<file path="config.mk">
export PLATFORM = sky130hd
export DESIGN_NAME = step_chunker_flat
export DESIGN_NICKNAME = d
export VERILOG_FILES = /design/src/rtl/step_chunker_if.sv /design/src/rtl/step_chunker.sv /design/src/flat_wrapper.sv
export SDC_FILE = /design/constraint.sdc
export NUM_CORES = 1
export LEC_CHECK = 0
export BUFFER_PORTS_ARGS = -buffer_cell sky130_fd_sc_hd__buf_2
export CELL_PAD_IN_SITES_DETAIL_PLACEMENT = 1
export CELL_PAD_IN_SITES_GLOBAL_PLACEMENT = 1
export CORE_ASPECT_RATIO = 0.7
export CORE_MARGIN = 3
export CORE_UTILIZATION = 46
export CTS_CLUSTER_SIZE = 28
export DETAILED_ROUTE_END_ITERATION = 16
export GPL_TIMING_DRIVEN = 0
export HOLD_SLACK_MARGIN = 0.06
export PLACE_DENSITY = 0.88
export SETUP_SLACK_MARGIN = 0.2
export SLEW_MARGIN = 40
export SYNTH_ARGS = -nofsm -noshare
export SYNTH_HDL_FRONTEND = slang
export SYNTH_SLANG_ARGS = --single-unit
</file>
<file path="constraint.sdc">
create_clock -name clk_50 -period 3.8 [get_ports clk_50]
set_input_delay 0.76 -clock clk_50 [delete_from_list [all_inputs] [get_ports clk_50]]
set_output_delay 0.76 -clock clk_50 [all_outputs]
set_load 0.02 [all_outputs]
</file>
<file path="src/rtl/step_chunker_if.sv">
// step_chunker_if -- command and motor-stage bundle for step_chunker.
//
// Groups the upstream command handshake, the status reported back to the
// trajectory logic and the chunk interface to the stepper_motor stage.
//   slave  : the chunker itself (takes commands, drives the motor stage)
//   master : the surrounding environment (issues commands, models the motor)
//
// Optional: STEP_CHUNKER_POSITION_TRACK_EN adds position / pos_clear.
interface step_chunker_if;
    // command side
    logic               cmd_valid;
    logic               cmd_ready;
    logic [15:0]        cmd_steps;
    logic               cmd_fast;
    logic               abort;
    // motor-stage side
    logic               new_in;
    logic [7:0]         num_steps;
    logic               fast;
    logic               direction;
    logic               finished;
    // status
    logic               busy;
    logic               done;
    logic               aborted;
    logic [15:0]        steps_remaining;
`ifdef STEP_CHUNKER_POSITION_TRACK_EN
    logic signed [31:0] position;
    logic               pos_clear;

    modport slave (
        input  cmd_valid, cmd_steps, cmd_fast, abort, finished, pos_clear,
        output cmd_ready, new_in, num_steps, fast, direction,
               busy, done, aborted, steps_remaining, position
    );
    modport master (
        output cmd_valid, cmd_steps, cmd_fast, abort, finished, pos_clear,
        input  cmd_ready, new_in, num_steps, fast, direction,
               busy, done, aborted, steps_remaining, position
    );
`else
    modport slave (
        input  cmd_valid, cmd_steps, cmd_fast, abort, finished,
        output cmd_ready, new_in, num_steps, fast, direction,
               busy, done, aborted, steps_remaining
    );
    modport master (
        output cmd_valid, cmd_steps, cmd_fast, abort, finished,
        input  cmd_ready, new_in, num_steps, fast, direction,
               busy, done, aborted, steps_remaining
    );
`endif
endinterface

</file>
<file path="src/rtl/step_chunker.sv">
// step_chunker -- splits a signed 16-bit relative move into chunks of at
// most MAX_CHUNK steps for the stepper_motor pulse generator, one new_in
// strobe per chunk, waiting for the stage's finished flag in between.
//
// Ports:
//   clk_50   in   system clock
//   reset_n  in   asynchronous active-low reset
//   bus      slave side of step_chunker_if:
//            cmd_valid/cmd_ready/cmd_steps/cmd_fast  command handshake
//            abort                                   drop untransmitted steps
//            new_in/num_steps/fast/direction         chunk to motor stage
//            finished                                motor stage chunk complete
//            busy/done/aborted/steps_remaining       status upward
//
// Optional feature macro: STEP_CHUNKER_POSITION_TRACK_EN
//   adds bus.position (signed running total of completed chunks) and
//   bus.pos_clear (zeroes position, honoured only while idle).
module step_chunker #(
    parameter int MAX_CHUNK     = 99,  // 1..99
    parameter int PULSE_CYCLES  = 4,   // >= 2
    parameter int SETTLE_CYCLES = 8    // >= 2
) (
    input  logic clk_50,
    input  logic reset_n,
    step_chunker_if.slave bus
);

    typedef enum logic [2:0] {
        S_IDLE,
        S_LOAD,
        S_PULSE,
        S_SETTLE,
        S_WAIT,
        S_DONE
    } state_t;

    localparam logic [15:0] MAX16      = 16'(MAX_CHUNK);
    localparam logic [15:0] PULSE_LAST = 16'(PULSE_CYCLES - 1);
    localparam logic [15:0] SETTLE_LAST = 16'(SETTLE_CYCLES - 1);

    state_t      state;
    logic [15:0] cnt;
    logic [15:0] steps_rem;
    logic [7:0]  num_steps_q;
    logic        fast_q;
    logic        direction_q;
    logic        new_in_q;
    logic        busy_q;
    logic        ready_q;
    logic        done_q;
    logic        aborted_q;
    logic        abort_flag;

    logic [15:0] mag;
    logic [15:0] chunk;
    logic        accept;
    logic        abort_any;

    // Two's-complement magnitude; -32768 wraps to 16'h8000 which reads
    // correctly as 32768 unsigned.
    assign mag       = bus.cmd_steps[15] ? (~bus.cmd_steps + 16'd1) : bus.cmd_steps;
    assign chunk     = (steps_rem > MAX16) ? MAX16 : steps_rem;
    assign accept    = bus.cmd_valid && ready_q;
    // Abort seen this cycle counts the same as one latched earlier.
    assign abort_any = abort_flag || bus.abort;

`ifdef STEP_CHUNKER_POSITION_TRACK_EN
    logic signed [31:0] pos_q;
    logic signed [31:0] chunk_signed;

    assign chunk_signed = $signed({24'd0, num_steps_q});
    assign bus.position = pos_q;
`endif

    always_ff @(posedge clk_50 or negedge reset_n) begin
        if (!reset_n) begin
            state       <= S_IDLE;
            cnt         <= '0;
            steps_rem   <= '0;
            num_steps_q <= '0;
            fast_q      <= 1'b0;
            direction_q <= 1'b0;
            new_in_q    <= 1'b0;
            busy_q      <= 1'b0;
            ready_q     <= 1'b1;
            done_q      <= 1'b0;
            aborted_q   <= 1'b0;
            abort_flag  <= 1'b0;
`ifdef STEP_CHUNKER_POSITION_TRACK_EN
            pos_q       <= '0;
`endif
        end else begin
            // Abort is sticky for the rest of the move and discards whatever
            // has not been handed to the motor stage yet. The LOAD branch
            // below overrides steps_rem explicitly with the same result.
            if ((state inside {S_LOAD, S_PULSE, S_SETTLE, S_WAIT}) && bus.abort) begin
                abort_flag <= 1'b1;
                steps_rem  <= '0;
            end

            case (state)
                S_IDLE: begin
`ifdef STEP_CHUNKER_POSITION_TRACK_EN
                    if (bus.pos_clear)
                        pos_q <= '0;
`endif
                    if (accept) begin
                        steps_rem   <= mag;
                        direction_q <= bus.cmd_steps[15];
                        fast_q      <= bus.cmd_fast;
                        abort_flag  <= 1'b0;
                        busy_q      <= 1'b1;
                        ready_q     <= 1'b0;
                        state       <= S_LOAD;
                    end
                end

                S_LOAD: begin
                    // A zero-length move also passes through here so it
                    // reports busy for two cycles like any other move start.
                    if (steps_rem == 16'd0) begin
                        done_q    <= 1'b1;
                        aborted_q <= abort_any;
                        state     <= S_DONE;
                    end else begin
                        assert (chunk <= steps_rem && chunk[15:8] == 8'd0);
                        num_steps_q <= chunk[7:0];
                        steps_rem   <= abort_any ? 16'd0 : steps_rem - chunk;
                        new_in_q    <= 1'b1;
                        cnt         <= '0;
                        state       <= S_PULSE;
                    end
                end

                S_PULSE: begin
                    if (cnt == PULSE_LAST) begin
                        new_in_q <= 1'b0;
                        cnt      <= '0;
                        state    <= S_SETTLE;
                    end else begin
                        cnt <= cnt + 16'd1;
                    end
                end

                // finished may still be high from the previous chunk; give
                // the motor stage time to drop it before it is trusted.
                S_SETTLE: begin
                    if (cnt == SETTLE_LAST) begin
                        cnt   <= '0;
                        state <= S_WAIT;
                    end else begin
                        cnt <= cnt + 16'd1;
                    end
                end

                // No timeout: a motor stage that never finishes needs reset.
                S_WAIT: begin
                    if (bus.finished) begin
`ifdef STEP_CHUNKER_POSITION_TRACK_EN
                        pos_q <= direction_q ? (pos_q - chunk_signed)
                                             : (pos_q + chunk_signed);
`endif
                        if (steps_rem != 16'd0 && !abort_any) begin
                            state <= S_LOAD;
                        end else begin
                            done_q    <= 1'b1;
                            aborted_q <= abort_any;
                            state     <= S_DONE;
                        end
                    end
                end

                S_DONE: begin
                    done_q     <= 1'b0;
                    aborted_q  <= 1'b0;
                    abort_flag <= 1'b0;
                    busy_q     <= 1'b0;
                    ready_q    <= 1'b1;
                    state      <= S_IDLE;
                end

                default: begin
                    state <= S_IDLE;
                end
            endcase
        end
    end

    assign bus.cmd_ready       = ready_q;
    assign bus.new_in          = new_in_q;
    assign bus.num_steps       = num_steps_q;
    assign bus.fast            = fast_q;
    assign bus.direction       = direction_q;
    assign bus.busy            = busy_q;
    assign bus.done            = done_q;
    assign bus.aborted         = aborted_q;
    assign bus.steps_remaining = steps_rem;

endmodule

</file>
<file path="src/flat_wrapper.sv">
// flat-port wrapper written by rule: the top's interface ports become plain ports
module step_chunker_flat 
#(
    parameter int MAX_CHUNK     = 99,          
    parameter int PULSE_CYCLES  = 4,          
    parameter int SETTLE_CYCLES = 8           
)
  (clk_50, reset_n, bus_cmd_valid, bus_cmd_steps, bus_cmd_fast, bus_abort, bus_finished, bus_cmd_ready, bus_new_in, bus_num_steps, bus_fast, bus_direction, bus_busy, bus_done, bus_aborted, bus_steps_remaining);
  step_chunker_if bus_i ();
  input  logic clk_50;
  input  logic reset_n;
  input wire logic [$bits(bus_i.cmd_valid)-1:0] bus_cmd_valid;
  input wire logic [$bits(bus_i.cmd_steps)-1:0] bus_cmd_steps;
  input wire logic [$bits(bus_i.cmd_fast)-1:0] bus_cmd_fast;
  input wire logic [$bits(bus_i.abort)-1:0] bus_abort;
  input wire logic [$bits(bus_i.finished)-1:0] bus_finished;
  output wire logic [$bits(bus_i.cmd_ready)-1:0] bus_cmd_ready;
  output wire logic [$bits(bus_i.new_in)-1:0] bus_new_in;
  output wire logic [$bits(bus_i.num_steps)-1:0] bus_num_steps;
  output wire logic [$bits(bus_i.fast)-1:0] bus_fast;
  output wire logic [$bits(bus_i.direction)-1:0] bus_direction;
  output wire logic [$bits(bus_i.busy)-1:0] bus_busy;
  output wire logic [$bits(bus_i.done)-1:0] bus_done;
  output wire logic [$bits(bus_i.aborted)-1:0] bus_aborted;
  output wire logic [$bits(bus_i.steps_remaining)-1:0] bus_steps_remaining;
  assign bus_i.cmd_valid = bus_cmd_valid;
  assign bus_i.cmd_steps = bus_cmd_steps;
  assign bus_i.cmd_fast = bus_cmd_fast;
  assign bus_i.abort = bus_abort;
  assign bus_i.finished = bus_finished;
  assign bus_cmd_ready = bus_i.cmd_ready;
  assign bus_new_in = bus_i.new_in;
  assign bus_num_steps = bus_i.num_steps;
  assign bus_fast = bus_i.fast;
  assign bus_direction = bus_i.direction;
  assign bus_busy = bus_i.busy;
  assign bus_done = bus_i.done;
  assign bus_aborted = bus_i.aborted;
  assign bus_steps_remaining = bus_i.steps_remaining;
  step_chunker #(.MAX_CHUNK(MAX_CHUNK), .PULSE_CYCLES(PULSE_CYCLES), .SETTLE_CYCLES(SETTLE_CYCLES)) u_core (.clk_50(clk_50), .reset_n(reset_n), .bus(bus_i));
endmodule
</file>
**After elaboration in Yosys (flattened, before gate mapping)**

Index checks and enable logic that the tools add are counted.

- Register bits: 51
- Bits of input ports: 22
- Output and inout bits: 31

- Reduce and logical (&&, ||, !) cells: 20
- Add/sub/neg operators: 3
- $lt $le $gt $ge: 1
- Eq/ne operators: 14
- Bitwise gates (word level): 2
- Muxes and demuxes: 36

Operators by type and width:

| kind | number |
|---|---|
| 2-to-1 mux 16 bit | 9 |
| one-hot mux 16 bit (3 select lines) | 1 |
| adder 16 x 1 -> 16 bit, second input constant | 2 |
| one-hot mux 16 bit (2 select lines) | 1 |
| 2-to-1 mux 3 bit | 6 |
| equality test 16 x 2 -> 1 bit, second input constant | 1 |
| equality test 16 x 3 -> 1 bit, second input constant | 1 |
| > comparator 16 x 7 -> 1 bit, second input constant | 1 |
| logical NOT 16 bit | 1 |
| inverter 16 bit | 1 |
| nonzero test 16 bit | 1 |
| subtractor 16 bit | 1 |
| one-hot mux 3 bit (5 select lines) | 1 |
| 2-to-1 mux 1 bit | 12 |
| != test 2 bit, second input constant | 6 |
| one-hot mux 1 bit (2 select lines) | 4 |
| AND reduction 2 bit | 4 |
| AND reduction 4 bit | 2 |
| equality test 3 x 2 -> 1 bit, second input constant | 2 |
| equality test 3 bit, second input constant | 2 |
| one-hot mux 1 bit (3 select lines) | 2 |
| nonzero test 3 bit | 2 |
| nonzero test 2 bit | 2 |
| nonzero test 4 bit | 1 |
| other kinds (8) | 10 |

**Logic depth before layout (Yosys ltp)**

Gate-level depths: netlist (run 1).

- Word-level depth: 6
- Mapped depth: 10
- Depth with buffers taken out: 9

**Worst setup path after synthesis (run 1)**

Ideal clock, no wire load.

- Path kind: register -> register
- Start point: reg u_core.steps_rem[3], in the netlist u_core.bus.steps_remaining[3]
- End point: reg u_core.steps_rem[8], in the netlist u_core.bus.steps_remaining[8]
- Arrival: 2.555 ns
- Path slack: 1.119 ns
- Cell stages (with the launch flop): 11
- Library setup time: 0.126 ns
- Path buffers: 1
- Cell sequence: dfrtp_1 -> clkbuf_1 -> o311ai_0 -> nand4_1 -> nand2b_1 -> ha_1 -> or4_1 -> and2_1 -> a211oi_1 -> o21ai_0 -> a221o_1

- Word-level cells in the longest chain between the ends: 6
- Elaborated cells between the ends (all ways): 7
- Classes of those cells: 1 x add/sub; 1 x order compare; 4 x mux; 1 x reduce/logical

Ends and longest elaborated chain:

| element | line | source |
|---|---|---|
| start: declaration | step_chunker.sv:43 | `logic [15:0] steps_rem;` |
| start signal: assignment | step_chunker.sv:108 | `steps_rem <= mag;` |
| start signal: assignment | step_chunker.sv:128 | `steps_rem <= abort_any ? 16'd0 : steps_rem - chunk;` |
| > comparator 16 x 7 -> 1 bit | step_chunker.sv:62 | `assign chunk = (steps_rem > MAX16) ? MAX16 : steps_rem;` |
| 2-to-1 mux 16 bit | step_chunker.sv:62 |  |
| subtractor 16 bit | step_chunker.sv:128 |  |
| 2-to-1 mux 16 bit | step_chunker.sv:128 |  |
| 2-to-1 mux 16 bit (*) | step_chunker.sv:121 | `if (steps_rem == 16'd0) begin` |
| one-hot mux 16 bit (2 select lines) (*) | step_chunker.sv:101 | `case (state)` |

Mark *: on every way between the ends. The rest lies on a longest branch, timed or not.
A chain may end at the register's enable or synchronous reset.

**Final worst setup path (run 1)**

Ends and elaborated chain as after synthesis.

==> results.yml, run 1 <==
outcome:
  status: "complete, no violations"
routing:
  dr_total_vias: 3576
  dr.first_iter.drc_count: 239
  routed_wl_mm: 11.4
  viasPerCell: 6.44
  wl_per_cell_um: 20.6
  drcViolationCount: 0
  antenna_left: 0
  firstDrtPassIters: 5
clocking:
  cts.sink_count: 51
  post_cts_resize_count: 0
  cts_tree: "yes"
  cts_hold_buf: 0
  cts.root.buffer_cell: "clkbuf_8"
  path_clk_slew_ps: 110
  clk_latency_ps: 330
  clockBufferDepth: 2
  h-tree-depth: 2
  post_cts_buffers: 0
  cts_buffers: 5
yosys:
  ys_warn_count: 0
  ys_ff_latch: 51
  async_reset_ff_share_pct: 100
  synth_edf_count: 0
  ys_top_cells_by_area: "dfrtp_1 (36%), nand2_1 (5.0%), o21ai_0 (3.3%)"
  synth_top_area_share_pct: 36.2
  synth_most_common_cell: "dfrtp_1"
  netlist_top_cells_count: "dfrtp_1 (50), nand2_1 (46), nor2_1 (30)"
  syn_area_per_cell_um2: 8.61
  netlist_instances: 401
  syn-num-nets: 426
  synth_area_mm2: 0.00345
  synth_cell_types: 71
  synth-seq-area-share_pct: 37.0
  synth_ff_type: "dfrtp_1"
  synth_top_area_cell: "dfrtp_1"
die:
  die_x_um: 110
  initial_core_util_pct: 49.3
  die_area_mm2: 0.00860
  ios: 53
  fp-row-count: 25
  core_area_mm2: 0.00701
  fp.dieH_um: 78.5
critical_path:
  path_max_fanout: 10
  cp-start-kind: "flop"
  critPathKind: "flop to flop"
  worstPathArrival_ps: 3430
  slowest_delay_ps: 520
  critPathRequiredTime_ps: 4020
  critPathSlowestCell: "o311ai_0"
  crit_chain: "clkbuf_1 -> o311ai_0 -> nand4_1 -> nand2b_1 -> ha_1 -> clkbuf_1 -> a21o_1 -> nor2_1 -> a221o_1"
  crit_top_cell: "clkbuf_1"
  critPathCaptureType: "flop"
timing:
  rsz0062_at_grt: "no"
  slew_violations: 0
  max_freq_mhz: 312
  period_needed_ps: 3210
  hold_viol: 0
  finalCritPeriodShare_pct: 84.4
  setup_viol: 0
  fin_setup_tns_ps: 0
  whs_ps: 470
  slew_headroom_pct: 52.8
  skew_ps: 15.0
  worst_pin_slew_ps: 691
placed_design:
  placed_cell_area_mm2: 0.00383
  gp_congestion: 0.922
  dp_hpwl_mm: 8.52
  port_buffers: 52
finish:
  diodes: 0
  drive_gt1_share_pct: 19.1
  nFillCells: 891
  syn2layout_area_growth_pct: 14.4
  post-route-util_pct: 56.4
  nNetsFinal: 485
  fin_area_mm2: 0.00395
hold_path:
  hp-class: "primary input to asynchronous set/reset pin"
grt:
  grt_antenna_before_repair: 0
  grt_use_total_pct: 27.7
  grt_pass1_wl_mm: 18.8
  grt_pass1_vias: 3609
  grt_overflow: 0
  grt_max_degree: 52
pwr:
  ir_drop_v: 0.000263
  p_total_mw: 1.96
  power.density_mw_per_mm2: 497
  p_leak_nw: 1.83
flow_run:
  cap_violations: 0
[per-layer routing]
layer	up-vias	part of all wire, %	GRT usage [%]
met4	0	1.0	5.23
met5	-	0	0
met3	14	6.5	4.27
met1	1783	48	42.9
met2	142	44	40.7
li1	1637	-	-
[layout by cell type, fill, tap and decap left out, types with 2 or more instances in the layout]
| cell type | synthesis | routed |
|---|---|---|
| a211o_1 | 7 | 7 |
| a211oi_1 | 9 | 9 |
| a21o_1 | 5 | 5 |
| a21oi_1 | 19 | 19 |
| a221o_1 | 9 | 9 |
| a22o_1 | 7 | 7 |
| a31oi_1 | 5 | 5 |
| a32oi_1 | 2 | 2 |
| and2_1 | 7 | 7 |
| and3_1 | 7 | 7 |
| buf_2 | 8 | 59 |
| buf_4 | 1 | 2 |
| clkbuf_1 | 12 | 12 |
| clkbuf_8 | 0 | 5 |
| dfrtp_1 | 50 | 50 |
| ha_1 | 3 | 3 |
| inv_1 | 9 | 9 |
| nand2_1 | 46 | 46 |
| nand2b_1 | 2 | 2 |
| nand3_1 | 20 | 20 |
| nand3b_1 | 3 | 3 |
| nand4_1 | 7 | 7 |
| nor2_1 | 30 | 30 |
| nor2b_1 | 5 | 5 |
| nor3_1 | 10 | 10 |
| nor3b_1 | 2 | 2 |
| nor4_1 | 5 | 5 |
| nor4b_1 | 2 | 2 |
| o2111ai_1 | 2 | 2 |
| o211ai_1 | 4 | 4 |
| o21ai_0 | 23 | 23 |
| o22ai_1 | 7 | 7 |
| o31ai_1 | 7 | 7 |
| o41ai_1 | 3 | 3 |
| or3_1 | 7 | 7 |
| or4_1 | 5 | 5 |
| xnor2_1 | 7 | 7 |
| xor2_1 | 10 | 10 |
[area by class of cell]
type,instances,area (µm²),share of cell area (%)
Buffer,22,96.3,2.44
Sequential cell,51,1280,32.4
Timing Repair Buffer,52,263,6.65
Multi-Input combinational cell,318,2040,51.7
Clock inverter,3,47.5,1.20
Clock buffer,5,68.8,1.74
Inverter,10,37.5,0.951
Tap cell,94,118,2.98
[worst max-delay path: cells and delay by family (launching register included)]
| family | cells | cell delay (ps) |
|---|---|---|
| AOI/OAI and AO/OA | 3 | 1180 |
| and+or+nand+nor | 3 | 700 |
| buffers and inverters | 2 | 630 |
| DFF | 1 | 410 |
| adders and majority gates | 1 | 200 |
[power breakdown]
| part | switching, mW | total [mW] | internal [mW] | leakage, nW |
|---|---|---|---|---|
| registers | 0.0838 | 0.706 | 0.622 | 0.667 |
| logic | 0.557 | 0.846 | 0.290 | 1.10 |
| clock network | 0.210 | 0.410 | 0.200 | 0.0587 |
[registers in the layout, summed over array words and instances (netlist names), 3 cells and up]
signal	cells
u_core.bus.num_steps	8
u_core.bus.steps_remaining	16
u_core.cnt	16
u_core.state	3
[cell families after synthesis]
group / Yosys count / synth area share (%)
AOI/OAI and AO/OA: 125 / 26.6
and+or+nand+nor: 170 / 26.2
adders and majority gates: 3 / 1.09
xor gates and xnor gates: 17 / 4.31
buffers and inverters: 32 / 3.88
muxes: 3 / 0.942
DFF: 51 / 37.0
[path summary, 6_finish.rpt]
kind / start / end / slack, ps / depth (start not counted)
hold reg to reg: u_core.bus.num_steps[4] / u_core.bus.num_steps[4] / 490 / 2
min in group clk_50: u_core.bus.num_steps[4] / u_core.bus.num_steps[4] / 490 / 2
max in group asynchronous: reset_n / u_core.bus.busy / 2870 / 1
hold / removal: reset_n / u_core.bus.direction / 470 / 1
setup reg to reg: u_core.bus.steps_remaining[3] / u_core.bus.steps_remaining[8] / 590 / 9
setup / recovery: u_core.bus.steps_remaining[3] / u_core.bus.steps_remaining[8] / 590 / 9
[stage by stage]
| step | setup WS [ps] | cells |
|---|---|---|
| 2_1_floorplan | 1120 | 401 |
| 3_3_place_gp | 819 | 547 |
| 3_5_place_dp | 735 | 547 |
| 4_1_cts | 671 | 555 |
| 5_1_grt | 339 | 555 |
| 6_report | 594 | 555 |
Power figures use the tool's default switching activity.
==> run 2: changes to the inputs <==
--- a/config.mk
+++ b/config.mk
@@ -5,17 +5,18 @@
 export SDC_FILE = /design/constraint.sdc
 export NUM_CORES = 1
 export LEC_CHECK = 0
+export ABC_AREA = 1
 export BUFFER_PORTS_ARGS = -buffer_cell sky130_fd_sc_hd__buf_2
 export CELL_PAD_IN_SITES_DETAIL_PLACEMENT = 1
 export CELL_PAD_IN_SITES_GLOBAL_PLACEMENT = 1
 export CORE_ASPECT_RATIO = 0.7
 export CORE_MARGIN = 3
-export CORE_UTILIZATION = 46
+export CORE_UTILIZATION = 37
 export CTS_CLUSTER_SIZE = 28
 export DETAILED_ROUTE_END_ITERATION = 16
 export GPL_TIMING_DRIVEN = 0
 export HOLD_SLACK_MARGIN = 0.06
-export PLACE_DENSITY = 0.88
+export PLACE_DENSITY = 0.79
 export SETUP_SLACK_MARGIN = 0.2
 export SLEW_MARGIN = 40
 export SYNTH_ARGS = -nofsm -noshare
==> constraint.sdc (replaced) <==
create_clock -name clk_50 -period 2.9 [get_ports clk_50]
set_input_delay 0.58 -clock clk_50 [delete_from_list [all_inputs] [get_ports clk_50]]
set_output_delay 0.58 -clock clk_50 [all_outputs]
set_load 0.02 [all_outputs]
==> run 2 against run 1 <==
Via count rose by 1.5%. Synthesized cell count rose by 22%. Clock skew fell by 7.7 ps. Critical endpoint is now u_core.bus.steps_remaining[14]. Worst setup slack got worse by 130 ps. Non-clock buffer count fell by 13. Sequential cell count did not move. Register-to-register slack got worse by 130 ps. Power rose by 140%. Critical path depth rose by 5. Largest cell class unchanged. Sequential power rose by 69%.
==> results.yml, run 2 <==
pwr:
  p_leak_nw: 2.02
  p_total_mw: 4.66
  p_switching_mw: 2.47
  p_clk_share_pct: 14.8
  intPower_mw: 2.19
  seq_power_share_pct: 25.5
  ir_drop_v: 0.000393
  p_sw_share_pct: 53.1
  power.density_mw_per_mm2: 1160
  p_comb_share_pct: 59.7
timing:
  skew_ps: 7.29
  max_freq_mhz: 411
  worst_pin_slew_ps: 742
  finalCritPeriodShare_pct: 83.9
  fin_setup_tns_ps: 0
  slew_violations: 0
  hold_viol: 0
  slew_headroom_pct: 50.1
  setup_viol: 0
  whs_ps: 317
  rsz0062_at_grt: "no"
  period_needed_ps: 2430
  setup_ws_ps: 467
clocking:
  cts_buffers: 5
  cts.root.buffer_cell: "clkbuf_16"
  path_clk_slew_ps: 70
  cts_tree: "yes"
  post_cts_buffers: 0
  cts_hold_buf: 0
  h-tree-depth: 2
  clk_latency_ps: 300
  post_cts_resize_count: 0
  clockBufferDepth: 2
  cts.sink_count: 51
routing:
  dr.first_iter.drc_count: 221
  firstDrtPassIters: 5
  wl_per_cell_um: 17.3
  drcViolationCount: 0
  dr_total_vias: 3628
  viasPerCell: 5.43
  routed_wl_mm: 11.5
  antenna_left: 0
critical_path:
  critPathCaptureType: "flop"
  r2r_setup_slack_ps: 470
  crit-reg2reg-capture: "u_core.bus.steps_remaining[14]"
  cp-start-kind: "flop"
  timing.rr.start: "u_core.bus.steps_remaining[11]"
  worstPathArrival_ps: 2610
  path_max_fanout: 10
  ff2ff_path_depth: 14
  critPathKind: "flop to flop"
  critPathRequiredTime_ps: 3080
  critPathLaunch: "u_core.bus.steps_remaining[11]"
die:
  die_area_mm2: 0.0105
  ios: 53
  fp-row-count: 28
  fp.dieH_um: 86.6
  die_x_um: 121
  initial_core_util_pct: 39.4
  core_area_mm2: 0.00872
finish:
  post-route-util_pct: 46.0
  layout_commonest_cell: "nand2_1"
  nNetsFinal: 572
  diodes: 0
  final_cell_mix: "nand2_1 (118), inv_1 (65), nand3_1 (59), buf_2 (55), dfrtp_1 (50)"
  drive_gt1_share_pct: 16.2
  syn2layout_area_growth_pct: 16.9
placed_design:
  dp_hpwl_mm: 8.76
  port_buffers: 52
  place_ws_ps: 529
  gp_congestion: 0.889
yosys:
  synth_top_area_share_pct: 36.4
  netlist_instances: 488
  ys_top_cells_by_area: "dfrtp_1 (36%), nand2_1 (13%), nand3_1 (8.6%)"
  synth_cell_types: 41
  synth-seq-area-share_pct: 37.2
  ys_ff_latch: 51
  synth_ff_type: "dfrtp_1"
  synth_most_common_cell: "nand2_1"
  syn_area_per_cell_um2: 7.04
  synth_edf_count: 0
  syn-num-nets: 513
  async_reset_ff_share_pct: 100
  synth_area_mm2: 0.00344
  synth_top_area_cell: "dfrtp_1"
  netlist_top_cells_count: "nand2_1 (118), inv_1 (65), nand3_1 (59)"
  ys_warn_count: 0
hold_path:
  hp-class: "primary input to asynchronous set/reset pin"
grt:
  grt_use_met2_pct: 34.6
  grt_pass1_wl_mm: 19.2
  grt_busiest_layer: "met1"
  grt_overflow: 0
  gr-usage-met3_pct: 3.00
  grt_antenna_before_repair: 0
  grt_pass1_vias: 3615
  grtUsageMet1_pct: 35.6
  grt_max_degree: 52
  grt_use_total_pct: 23.1
flow_run:
  cap_violations: 0
outcome:
  status: "complete, no violations"
run 2: changes by cell type after synthesis, sizes merged, moves of 6 or more:
| cell | change |
|---|---|
| a211o | -7 |
| a211oi | -10 |
| a221o | -9 |
| a22o | -7 |
| and2 | -8 |
| and3 | -7 |
| clkbuf | -11 |
| inv | +58 |
| nand2 | +78 |
| nand3 | +42 |
| nor2 | +21 |
| or3 | -9 |
| xnor2 | -6 |
run 2: area by class of cell:
| cell class | count | area [µm²] |
|---|---|---|
| fillers | 1156 | 4710 |
| multi-input cells | 360 | 1850 |
| flip-flops and latches | 51 | 1280 |
| repair buffers | 52 | 263 |
| inverters | 68 | 255 |
| well taps | 120 | 150 |
| clock buffers | 6 | 129 |
| plain buffers | 9 | 57.6 |
| clock inverters | 2 | 37.5 |
run 2: power by group through the flow:
| stage | Clock (mW) | Combinational [mW] | Sequential [mW] |
|---|---|---|---|
| floorplan | 0 | 1.76 | 1.33 |
| global placement | 0 | 2.60 | 1.18 |
| detailed placement | 0 | 2.73 | 1.19 |
| CTS | 0.706 | 2.76 | 1.18 |
| global route | 0.740 | 3.13 | 1.22 |
| finish | 0.692 | 2.78 | 1.19 |
run 2: metal layers:
metal / vias up / part of all wire, % / routed length, µm
li1: 1746 / - / -
met1: 1764 / 51 / 5880
met2: 110 / 42 / 4850
met3: 8 / 6.1 / 707
met4: 0 / 0.80 / 92
met5: - / 0 / 0
run 2: cells by family after synthesis:
| kind of cell | share of synthesized area (%) |
|---|---|
| compound gates | 13.9 |
| simple gates | 35.9 |
| flops | 37.2 |
| fa+ha+maj | 1.09 |
| xor+xnor | 2.80 |
| buf+inv | 9.10 |
run 2: worst max path at each step:
stage,to,cells after the start
after detailed placement,u_core.bus.steps_remaining[14],14
after global placement,u_core.bus.steps_remaining[12],12
after floorplan,u_core.bus.steps_remaining[8],14
final,u_core.bus.steps_remaining[14],14
after CTS,u_core.bus.steps_remaining[14],14
after global routing,u_core.bus.steps_remaining[12],13
run 2: metrics by stage:
step / area [µm²] / instances
4_1_cts: 4020 / 668
2_1_floorplan: 3440 / 488
5_1_grt: 4020 / 668
3_5_place_dp: 3850 / 660
3_3_place_gp: 3850 / 660
6_report: 4020 / 668
run 2: worst max-delay path, stage by stage (launching register included):
cell     delay [ps]
dfrtp_1         450
nor2_2          190
nand2_1         110
nor2_4          170
nand3_2         220
buf_2           260
nand2_1          90
ha_1            180
inv_1            90
nand2_2         120
nand3_2         120
nand3_1         110
nand2_1          60
nand3_1          60
nand3_1          80
==> run 3: changes to the inputs <==
==> constraint.sdc (replaced) <==
create_clock -name clk_50 -period 1.9 [get_ports clk_50]
set_input_delay 0.38 -clock clk_50 [delete_from_list [all_inputs] [get_ports clk_50]]
set_output_delay 0.38 -clock clk_50 [all_outputs]
set_load 0.02 [all_outputs]
==> run 3 against run 2 <==
The run now ends with negative setup slack left. Clock-buffer cell count did not move. Die area did not move. Worst setup slack got worse by 710 ps. Sequential cell count did not move. Hold slack got worse by 220 ps. Critical path type unchanged. Critical endpoint is now u_core.bus.steps_remaining[11]. Largest cell class unchanged.
==> results.yml, run 3 (same netlist as run 2, synthesis figures left out) <==
timing:
  whs_ps: 96.4
  setup_ws_ps: -243
  slew_headroom_pct: 53.3
  slew_violations: 0
  max_freq_mhz: 467
  setup_viol: 31
  finalCritPeriodShare_pct: 113
  rsz0062_at_grt: "yes"
  hold_viol: 0
  skew_ps: 6.80
  worst_pin_slew_ps: 700
  period_needed_ps: 2140
grt:
  grt_use_total_pct: 30.4
  grt_antenna_before_repair: 0
  grt_overflow: 0
  grt_pass1_vias: 4319
  grt_max_degree: 52
  grt_pass1_wl_mm: 24.5
finish:
  final_cell_mix: "nand2_1 (94), buf_4 (72), buf_2 (52), inv_1 (44), nand3_1 (38)"
  multi_input_area_mm2: 0.00240
  nFillCells: 1080
  layout_commonest_cell: "nand2_1"
  syn2layout_area_growth_pct: 54.7
  register_area_mm2: 0.00130
  drive_gt1_share_pct: 46.6
  fin_cells: 747
  nNetsFinal: 651
  diodes: 0
clocking:
  clk_latency_ps: 320
  cts_tree: "yes"
  h-tree-depth: 2
  cts.root.buffer_cell: "clkbuf_16"
  cts_buffers: 5
  clockBufferDepth: 2
  cts.sink_count: 51
  path_clk_slew_ps: 70
pwr:
  intPower_mw: 4.99
  p_comb_share_pct: 72.9
  seq_power_share_pct: 16.9
  power.density_mw_per_mm2: 2020
  ir_drop_v: 0.000699
  p_leak_nw: 2.60
  p_clk_share_pct: 10.2
  p_switching_mw: 5.73
  p_sw_share_pct: 53.4
placed_design:
  gp_congestion: 0.905
  dp_hpwl_mm: 8.81
  dp_cells: 660
  port_buffers: 52
routing:
  routed_wl_mm: 20.1
  dr_total_vias: 4777
  wl_per_cell_um: 26.9
  wl_met2_mm: 8.58
  wl_met3_mm: 2.30
  viasPerCell: 6.39
  m1WireLength_mm: 7.94
  highest-signal-layer: "met4"
  drcViolationCount: 0
  firstDrtPassIters: 5
  dr.first_iter.drc_count: 487
  antenna_left: 0
die:
  die_x_um: 121
  core_area_mm2: 0.00872
  initial_core_util_pct: 39.4
  fp.dieH_um: 86.6
  ios: 53
  die_area_mm2: 0.0105
  fp-row-count: 28
critical_path:
  worstPathArrival_ps: 2320
  critPathCaptureType: "flop"
  cp-start-kind: "flop"
  path_max_fanout: 4
  critPathKind: "flop to flop"
  critPathRequiredTime_ps: 2080
hold_path:
  hp-class: "primary input to asynchronous set/reset pin"
flow_run:
  cap_violations: 0
outcome:
  violations: "negative setup slack"
  status: "finished, violations left"
run 3: cell count changes in the layout (fill, tap and decap cells not counted), moves of 8 or more:
cell | before | now
nand2_2 | 4 | 18
nand3_2 | 3 | 19
dfrtp_2 | 0 | 17
nand2_1 | 118 | 94
buf_4 | 2 | 72
nand3_1 | 59 | 38
inv_2 | 2 | 17
buf_6 | 2 | 10
dfrtp_1 | 50 | 33
nor2_4 | 5 | 18
nor2_1 | 44 | 28
inv_1 | 65 | 44
run 3: worst paths after layout:
path                                          startpoint                              to  slack [ps]  depth (start not counted)
max                        u_core.bus.steps_remaining[9]  u_core.bus.steps_remaining[11]        -240                         14
min                                              reset_n         u_core.bus.num_steps[7]         100                          1
max reg2reg                u_core.bus.steps_remaining[9]  u_core.bus.steps_remaining[11]        -240                         14
min reg2reg                         u_core.bus.cmd_ready            u_core.bus.cmd_ready         500                          2
max in group asynchronous                        reset_n  u_core.bus.steps_remaining[14]        1270                          1
min in group clk_50                         bus_cmd_fast                 u_core.bus.fast         270                          3
run 3: per-layer routing:
layer,global-route usage [%],vias up
met5,0,-
met4,13.3,0
met3,7.18,134
met2,45.9,398
met1,41.6,2332
li1,-,1913
run 3: power groups by stage:
stage / combinational (mW) / sequential [mW] / clock, mW
3_3_place_gp: 4.10 / 1.82 / 0
5_1_grt: 8.04 / 1.82 / 1.14
3_5_place_dp: 4.28 / 1.84 / 0
6_report: 7.82 / 1.81 / 1.10
4_1_cts: 6.28 / 1.77 / 1.06
2_1_floorplan: 2.81 / 2.05 / 0
run 3: final cells by class:
type / count / share of cell area (%)
buffer: 9 / 1.88
clock buffer: 6 / 2.42
clock inverter: 2 / 0.706
inverter: 68 / 5.22
multi-input combinational: 360 / 45.2
sequential: 51 / 24.4
tap: 120 / 2.82
timing repair buffer: 131 / 17.3
run 3: repair_timing:
item | in CTS | in global routing
cloned | 1 | 0
resized for setup | 90 | 83
setup endpoints to repair | 48 | 49
hold buffers | 0 | 0
setup buffers | 45 | 33
pin swaps | 31 | 36
run 3: critical path, cell delays in order (launching register included):
cell,delay (ps)
dfrtp_2,460
nor2_4,130
nand2_2,80
nor2_4,150
buf_4,150
nand2_2,100
nand2_2,130
nand2_1,100
nor2_2,160
buf_4,130
nand2_1,70
nand2_1,90
nand2_1,60
nand3_1,100
nand3_1,110
run 3: per-stage QoR:
step	TNS [ps]	worst slack (ps)	total power, mW	utilization [%]	cell area [µm²]
CTS	0	70.5	9.11	54.4	4750
finish	-2490	-243	10.7	61.0	5320
detailed placement	-2690	-251	6.11	44.7	3890
floorplan	-31.2	-21.8	4.86	-	3480
global placement	-2070	-233	5.92	44.6	3890
global route	-4010	-335	11.0	61.0	5320
